==> config.mk <==
export PLATFORM = sky130hd
export DESIGN_NAME = timer1_irq
export DESIGN_NICKNAME = d
export VERILOG_FILES = /design/src/rtl/timer1_irq.sv
export SDC_FILE = /design/constraint.sdc
export NUM_CORES = 1
export LEC_CHECK = 0
export CAP_MARGIN = 5
export CORE_ASPECT_RATIO = 0.9
export CORE_UTILIZATION = 59
export DETAILED_ROUTE_END_ITERATION = 7
export PLACE_DENSITY_LB_ADDON = 0.15
export SLEW_MARGIN = 20
export SYNTH_ARGS = -nofsm -noshare
export SYNTH_HDL_FRONTEND = slang
export SYNTH_SLANG_ARGS = --single-unit
==> constraint.sdc <==
create_clock -name clk -period 4.7 [get_ports clk]
set_input_delay 1.41 -clock clk [delete_from_list [all_inputs] [get_ports clk]]
set_output_delay 1.41 -clock clk [all_outputs]
set_load 0.01 [all_outputs]
==> src/rtl/timer1_irq.sv <==
// -----------------------------------------------------------------------------
// timer1_irq
//
// IO-mapped 32-bit compare/match timer for the j1 core. It owns five IO
// addresses (counter low/high, compare low/high, control/status) and raises a
// level interrupt when the counter matches the compare value. Read data is
// zero whenever none of its addresses is on the bus, so it can be ORed into
// the core's io_din.
//
// Ports
//   clk                system clock
//   reset              synchronous, active-high reset
//   io_wr              IO write strobe (one cycle per access)
//   io_rd              IO read strobe (one cycle per access)
//   mem_addr[15:0]     IO address
//   dout[15:0]         IO write data
//   io_din_t1[15:0]    read data, combinational on mem_addr
//   interrupt_request  level interrupt, PEND & IE
//
// Control register layout: {PRESC[7:0], 4'b0, ONESHOT, PEND, IE, EN}
// -----------------------------------------------------------------------------
module timer1_irq #(
    parameter logic [15:0] ADR_CNTL = 16'd110,
    parameter logic [15:0] ADR_CNTH = 16'd111,
    parameter logic [15:0] ADR_CMPL = 16'd112,
    parameter logic [15:0] ADR_CMPH = 16'd113,
    parameter logic [15:0] ADR_CTRL = 16'd119
) (
    input  logic        clk,
    input  logic        reset,
    input  logic        io_wr,
    input  logic        io_rd,
    input  logic [15:0] mem_addr,
    input  logic [15:0] dout,
    output logic [15:0] io_din_t1,
    output logic        interrupt_request
);

    logic [31:0] r_cnt;
    logic [31:0] r_cmp;
    logic [15:0] r_shadow_rd;
    logic [15:0] r_stage_cnt;
    logic [15:0] r_stage_cmp;
    logic [7:0]  r_pre;
    logic [7:0]  r_presc;
    logic        r_oneshot;
    logic        r_pend;
    logic        r_ie;
    logic        r_en;

    logic w_sel_cntl;
    logic w_sel_cnth;
    logic w_sel_cmpl;
    logic w_sel_cmph;
    logic w_sel_ctrl;
    logic w_wr_cntl;
    logic w_wr_cnth;
    logic w_wr_cmpl;
    logic w_wr_cmph;
    logic w_wr_ctrl;
    logic w_tick;
    logic w_match;
    logic [15:0] w_ctrl_rd;

    assign w_sel_cntl = (mem_addr == ADR_CNTL);
    assign w_sel_cnth = (mem_addr == ADR_CNTH);
    assign w_sel_cmpl = (mem_addr == ADR_CMPL);
    assign w_sel_cmph = (mem_addr == ADR_CMPH);
    assign w_sel_ctrl = (mem_addr == ADR_CTRL);

    assign w_wr_cntl = io_wr & w_sel_cntl;
    assign w_wr_cnth = io_wr & w_sel_cnth;
    assign w_wr_cmpl = io_wr & w_sel_cmpl;
    assign w_wr_cmph = io_wr & w_sel_cmph;
    assign w_wr_ctrl = io_wr & w_sel_ctrl;

    // A tick is one prescaled count step; the match is judged on the
    // register values present before this edge.
    assign w_tick  = r_en & (r_pre == r_presc);
    assign w_match = w_tick & (r_cnt == r_cmp);

    assign w_ctrl_rd = {r_presc, 4'b0000, r_oneshot, r_pend, r_ie, r_en};

    assign interrupt_request = r_pend & r_ie;

    // Prescaler: restarts from zero on any control write or while disabled.
    always_ff @(posedge clk) begin
        if (reset) begin
            r_pre <= 8'd0;
        end else if (w_wr_ctrl || !r_en) begin
            r_pre <= 8'd0;
        end else if (w_tick) begin
            r_pre <= 8'd0;
        end else begin
            r_pre <= r_pre + 8'd1;
        end
    end

    // Counter: a low-half write commits the staged high half and beats a tick.
    always_ff @(posedge clk) begin
        if (reset) begin
            r_cnt <= 32'd0;
        end else if (w_wr_cntl) begin
            r_cnt <= {r_stage_cnt, dout};
        end else if (w_match) begin
            r_cnt <= 32'd0;
        end else if (w_tick) begin
            r_cnt <= r_cnt + 32'd1;
        end else begin
            r_cnt <= r_cnt;
        end
    end

    // Compare register and the high-half staging registers for both words.
    always_ff @(posedge clk) begin
        if (reset) begin
            r_cmp       <= 32'd0;
            r_stage_cnt <= 16'd0;
            r_stage_cmp <= 16'd0;
        end else begin
            if (w_wr_cnth) begin
                r_stage_cnt <= dout;
            end else begin
                r_stage_cnt <= r_stage_cnt;
            end
            if (w_wr_cmph) begin
                r_stage_cmp <= dout;
            end else begin
                r_stage_cmp <= r_stage_cmp;
            end
            if (w_wr_cmpl) begin
                r_cmp <= {r_stage_cmp, dout};
            end else if (w_wr_cmph) begin
                r_cmp <= r_cmp;
            end else begin
                r_cmp <= r_cmp;
            end
        end
    end

    // Read shadow: reading the low counter half freezes the high half so the
    // following high read forms a consistent pair even if ticks intervene.
    always_ff @(posedge clk) begin
        if (reset) begin
            r_shadow_rd <= 16'd0;
        end else if (io_rd && w_sel_cntl) begin
            r_shadow_rd <= r_cnt[31:16];
        end else begin
            r_shadow_rd <= r_shadow_rd;
        end
    end

    // Control fields. A software write to EN takes priority over the one-shot
    // auto-disable when both land on the same edge.
    always_ff @(posedge clk) begin
        if (reset) begin
            r_en      <= 1'b0;
            r_ie      <= 1'b0;
            r_oneshot <= 1'b0;
            r_presc   <= 8'd0;
        end else if (w_wr_ctrl) begin
            r_en      <= dout[0];
            r_ie      <= dout[1];
            r_oneshot <= dout[3];
            r_presc   <= dout[15:8];
        end else if (w_match && r_oneshot) begin
            r_en      <= 1'b0;
            r_ie      <= r_ie;
            r_oneshot <= r_oneshot;
            r_presc   <= r_presc;
        end else begin
            r_en      <= r_en;
            r_ie      <= r_ie;
            r_oneshot <= r_oneshot;
            r_presc   <= r_presc;
        end
    end

    // Pending flag: a match sets it and wins over a same-cycle clear.
    always_ff @(posedge clk) begin
        if (reset) begin
            r_pend <= 1'b0;
        end else if (w_match) begin
            r_pend <= 1'b1;
        end else if (w_wr_ctrl && dout[2]) begin
            r_pend <= 1'b0;
        end else begin
            r_pend <= r_pend;
        end
    end

    // Read mux: zero-latency, and zero for any address this block does not own.
    always_comb begin
        io_din_t1 = 16'd0;
        case (1'b1)
            w_sel_cntl: io_din_t1 = r_cnt[15:0];
            w_sel_cnth: io_din_t1 = r_shadow_rd;
            w_sel_cmpl: io_din_t1 = r_cmp[15:0];
            w_sel_cmph: io_din_t1 = r_cmp[31:16];
            w_sel_ctrl: io_din_t1 = w_ctrl_rd;
            default:    io_din_t1 = 16'd0;
        endcase
    end

endmodule
Word level (Yosys, flattened, before mapping)
Index checks and enable logic that the tools add are counted.
W data, S select, Z words.
{ "word_totals": {"regBits": 132} }
{ "op_classes": {"addsub": 2, "n_eq_ne": 7, "muxes": 12, "bitwise_logic": 8, "n_reduce_logical": 9} }
{ "ops": {"columns": ["cell", "n"], "rows": [
  ["$mux W32", 3],
  ["$eq A16 B7 Y1 const B", 5],
  ["$mux W16", 5],
  ["$add A32 B1 Y32 const B", 1],
  ["$eq A32 B32 Y1", 1],
  ["$add A8 B1 Y8 const B", 1],
  ["$and A1 B1 Y1", 8],
  ["$eq A8 B8 Y1", 1],
  ["$mux W1", 4],
  ["$reduce_bool A2 Y1", 2],
  ["$logic_and A1 B1 Y1", 3],
  ["$reduce_bool A3 Y1", 1],
  ["$reduce_or A3 Y1", 1],
  ["$logic_not A1 Y1", 1],
  ["$logic_or A1 B1 Y1", 1]
]} }

Depth between registers and ports, before layout
{ "depth": {"word_depth": 6, "ltp_mapped": 9} }

Worst setup path before layout
No wires, ideal clock.
{ "synth_timing": {"path_kind": "in2out", "from": "in mem_addr[8]", "to": "out io_din_t1[7]", "arrival_ns": 2.874, "path_slack_ns": 0.416, "cell_stages": 6, "n_path_buf": 1, "path_cell_list": "nor3_1 > nand4b_2 > nor4_4 > clkbuf_1 > a222oi_1 > mux2i_1"} }
{ "synth_via": {"elab_chain_len": 5, "word_cells_on_any_way": 8, "cone_classes": "4 x eq/ne; 4 x mux"} }
{ "synth_lines": {"columns": ["item", "line_no", "text"], "rows": [
  ["start: declaration", "33", "input logic [15:0] mem_addr,"],
  ["$eq A16 B7 Y1", "68", "assign w_sel_cmph = (mem_addr == ADR_CMPH);"],
  ["$mux W16 (3 in series)", "195", "case (1'b1)"],
  ["$mux W16 *", "195", null],
  ["end: declaration", "35", "output logic [15:0] io_din_t1,"]
]} }
Mark *: on every way between the ends. The rest lies on a longest branch, timed or not.

Final worst setup path
{ "layout_timing": {"from": "in mem_addr[5]", "to": "out io_din_t1[2]"} }
{ "layout_via": {"elab_chain_len": 6, "word_cells_on_any_way": 10, "cone_classes": "5 x eq/ne; 5 x mux"} }
{ "layout_lines": {"columns": ["item", "line_no", "text"], "rows": [
  ["$eq A16 B7 Y1", "69", "assign w_sel_ctrl = (mem_addr == ADR_CTRL);"],
  ["$mux W16 (4 in series)", "195", null],
  ["$mux W16 *", "195", null]
]} }
Marks and branches as above.

==> impl_metrics.csv <==
group,metric,value,unit
routing,wl_per_cell,22.1,um
place,numPortBuffers,52,
sta,tns,0,ps
sta,final_hold_viol_count,0,
clock_tree,cts_tree,"built",
die,core_area,0.0110,sq mm
sta,report.final.slew_viol_count,0,
final_layout,antenna_cells,0,
sta,finalCritPeriodShare,99.2,%
critical_path,path_max_fanout,4,
place,globalplace.congestion,0.951,
synthesis,synth_warnings,0,
synthesis,synthCells,881,
place,dp_cells,1041,
power_and_ir_drop,power.total,0.00245,W
die,dieArea,0.0120,sq mm
synthesis,synth_area_leaders,"dfxtp_1, nand2_1, a21oi_1",
place,dpl.hpwl,16200,um
routing,drt_iter0_markers,982,
sta,hold_slack,452,ps
routing,routed_via_density,6.54,
min_path,hold_path_class,"register to register",
sta,period_minus_slack,4660,ps
place,place_ws,-427,ps
flow_run,drv_cap,0,
synthesis,synth_edf_count,0,
power_and_ir_drop,pwr_density_cell,297,mW/mm^2
synthesis,async_flop_share,0,%
critical_path,r2r_start,"r_cnt[11]$_SDFFE_PP0P_",
clock_tree,cts_buffers,17,
sta,slew_headroom,39.5,%
sta,finClkSkew,6.40,ps
sta,fin_ws,36.0,ps
die,start_util,61.9,%
critical_path,critPathKind,"input port to output port",
critical_path,rrSetupSlack,1850,ps
synthesis,ys_top_cells_by_count,"nand2_1, a21oi_1, dfxtp_1",
synthesis,yosysUniqueCellTypes,56,
clock_tree,cts_sinks,132,
critical_path,required,3290,ps
die,num_io_pins,53,
global_routing,grt_pass1_vias,6574,
sta,tightestPinTransition,907,ps
final_layout,syn_to_final_growth,20.8,%
routing,ant_nets,0,
synthesis,synth_top_area_cell,"dfxtp_1",
routing,wirelength,24100,um
synthesis,netlist.area_leader.share,38.7,%
status,violations,"DRC",
routing,route.detailed.drc,2,
global_routing,grt_pass1_wl,36800,um
routing,vias,7127,
critical_path,cp-start-kind,"input port",
die,die_h,104,um
routing,dr.pass1.iters,8,
synthesis,yosysSeqAreaShare,38.7,%
global_routing,antenna_found_initial,0,
clock_tree,cts_buffer_depth,2,
clock_tree,clk_latency,420,ps
global_routing,grt_max_degree,56,
power_and_ir_drop,leakage,2.89,nW
sta,setup_violations,0,
synthesis,synth.net_count,919,
critical_path,startpoint,"mem_addr[5]",
status,outcome,"complete, but fails checks",
min_path,min_from,"r_stage_cnt[9]$_SDFFE_PP0P_",
critical_path,endpoint_kind,"output port",
clock_tree,root_buffer,"clkbuf_16",
final_layout,drive_gt1_share,14.1,%
clock_tree,htree_levels,4,
synthesis,synth.avg_cell_area,7.76,sq um
sta,fmax,0.214,GHz
synthesis,syn_area,0.00683,sq mm
synthesis,ys_ff_latch,132,
final_layout,instances_no_fill,1090,
global_routing,gr-total-overflow,0,
clock_tree,clk_pin_slew,60,ps
global_routing,grt_use_total,40.8,%
die,row_count,36,
die,dieWidth,115,um
critical_path,crit_arrival,3250,ps
final_layout,final_nets,963,
synthesis,synth.most_common_cell,"nand2_1",
power_and_ir_drop,peakVddDrop,0.272,mV
synthesis,synthFlopType,"dfxtp_1",
-- cell families after synthesis --
family	after synthesis	synth area share [%]
buffers and inverters	85	5.99
AOI/OAI and AO/OA	234	21.1
and+or+nand+nor	374	26.9
DFF	132	38.7
adders and majority gates	2	0.366
xor gates and xnor gates	51	6.54
muxes	3	0.439
-- path summary, 6_finish.rpt --
| check | to | cells after the start |
|---|---|---|
| min | r_stage_cnt[9]$_SDFFE_PP0P_ | 2 |
| max reg2reg | r_en$_SDFFE_PP0P_ | 6 |
| min reg2reg | r_stage_cnt[9]$_SDFFE_PP0P_ | 2 |
| max | io_din_t1[2] | 9 |
-- layout by cell type (no fill, tap or decap), drive strengths merged, types with 3 or more instances in the layout --
cell type	synthesis	final
clkdlybuf4s50	0	26
nor4	18	18
nor2	30	30
o2bb2ai	12	12
o21ai	9	9
and3	9	9
and2	14	14
a31oi	7	7
nand4	22	22
mux2i	3	3
a22oi	31	31
dlygate4sd2	0	4
xnor2	41	41
xor2	10	10
a222oi	4	4
nand3	40	40
a21oi	135	135
inv	8	9
a21o	5	5
o211ai	12	12
nor3	11	11
clkbuf	40	23
nand2	213	213
buf	37	65
clkdlybuf4s15	0	3
o21a	4	4
or4b	5	5
dfxtp	132	132
clkinv	0	7
a211oi	4	4
-- cell type report --
type / count / area (sq um)
inverters: 8 / 30.0
multi-input cells: 664 / 3900
repair buffers: 102 / 938
flip-flops and latches: 132 / 2640
clock inverters: 11 / 104
fillers: 828 / 2780
well taps: 152 / 190
clock buffers: 21 / 450
-- worst max-delay path, cell delays in order --
cell	delay (ps)
clkdlybuf4s50_1	480
and4bb_4	290
nand2_4	80
nor4_4	360
buf_4	230
a22oi_2	90
o2bb2ai_1	130
nand2_1	60
buf_2	130
-- metal layers --
layer	routed length (um)	vias to the layer above	GRT usage, %
met1	9470	3328	53.8
met3	2750	94	10.8
met2	10700	519	61.8
li1	-	3186	-
met4	1200	0	18.7
met5	0	-	0
-- where the power goes --
part | internal [W] | total (W) | switching, W
logic | 0.0000332 | 0.0000868 | 0.0000536
registers | 0.00112 | 0.00112 | 0.0000000106
clock network | 0.000742 | 0.00125 | 0.000504
total | 0.00189 | 0.00245 | 0.000558
-- state kept, by name, indices dropped and copies added (netlist names) --
signal / flops
r_cnt: 32
r_presc: 8
r_oneshot: 1
r_stage_cmp: 16
r_cmp: 32
r_stage_cnt: 16
r_en: 1
r_ie: 1
r_pre: 8
r_shadow_rd: 16
r_pend: 1
-- repair_timing --
action / in CTS / in global routing
buffers inserted: 10 / 5
endpoints found under the setup margin: 16 / 16
gates resized for setup: 81 / 29
hold buffers: 0 / 0
gates cloned: 1 / 1
pin swaps: 8 / 20
-- through the flow --
stage                     area (sq um)  utilization, %
after detailed placement          7470            67.7
after CTS                         8110            73.5
after floorplan                   6830               -
final                             8250            74.8
after global placement            7470            67.7
after global routing              8250            74.8
(Power assumes the default switching activity.)
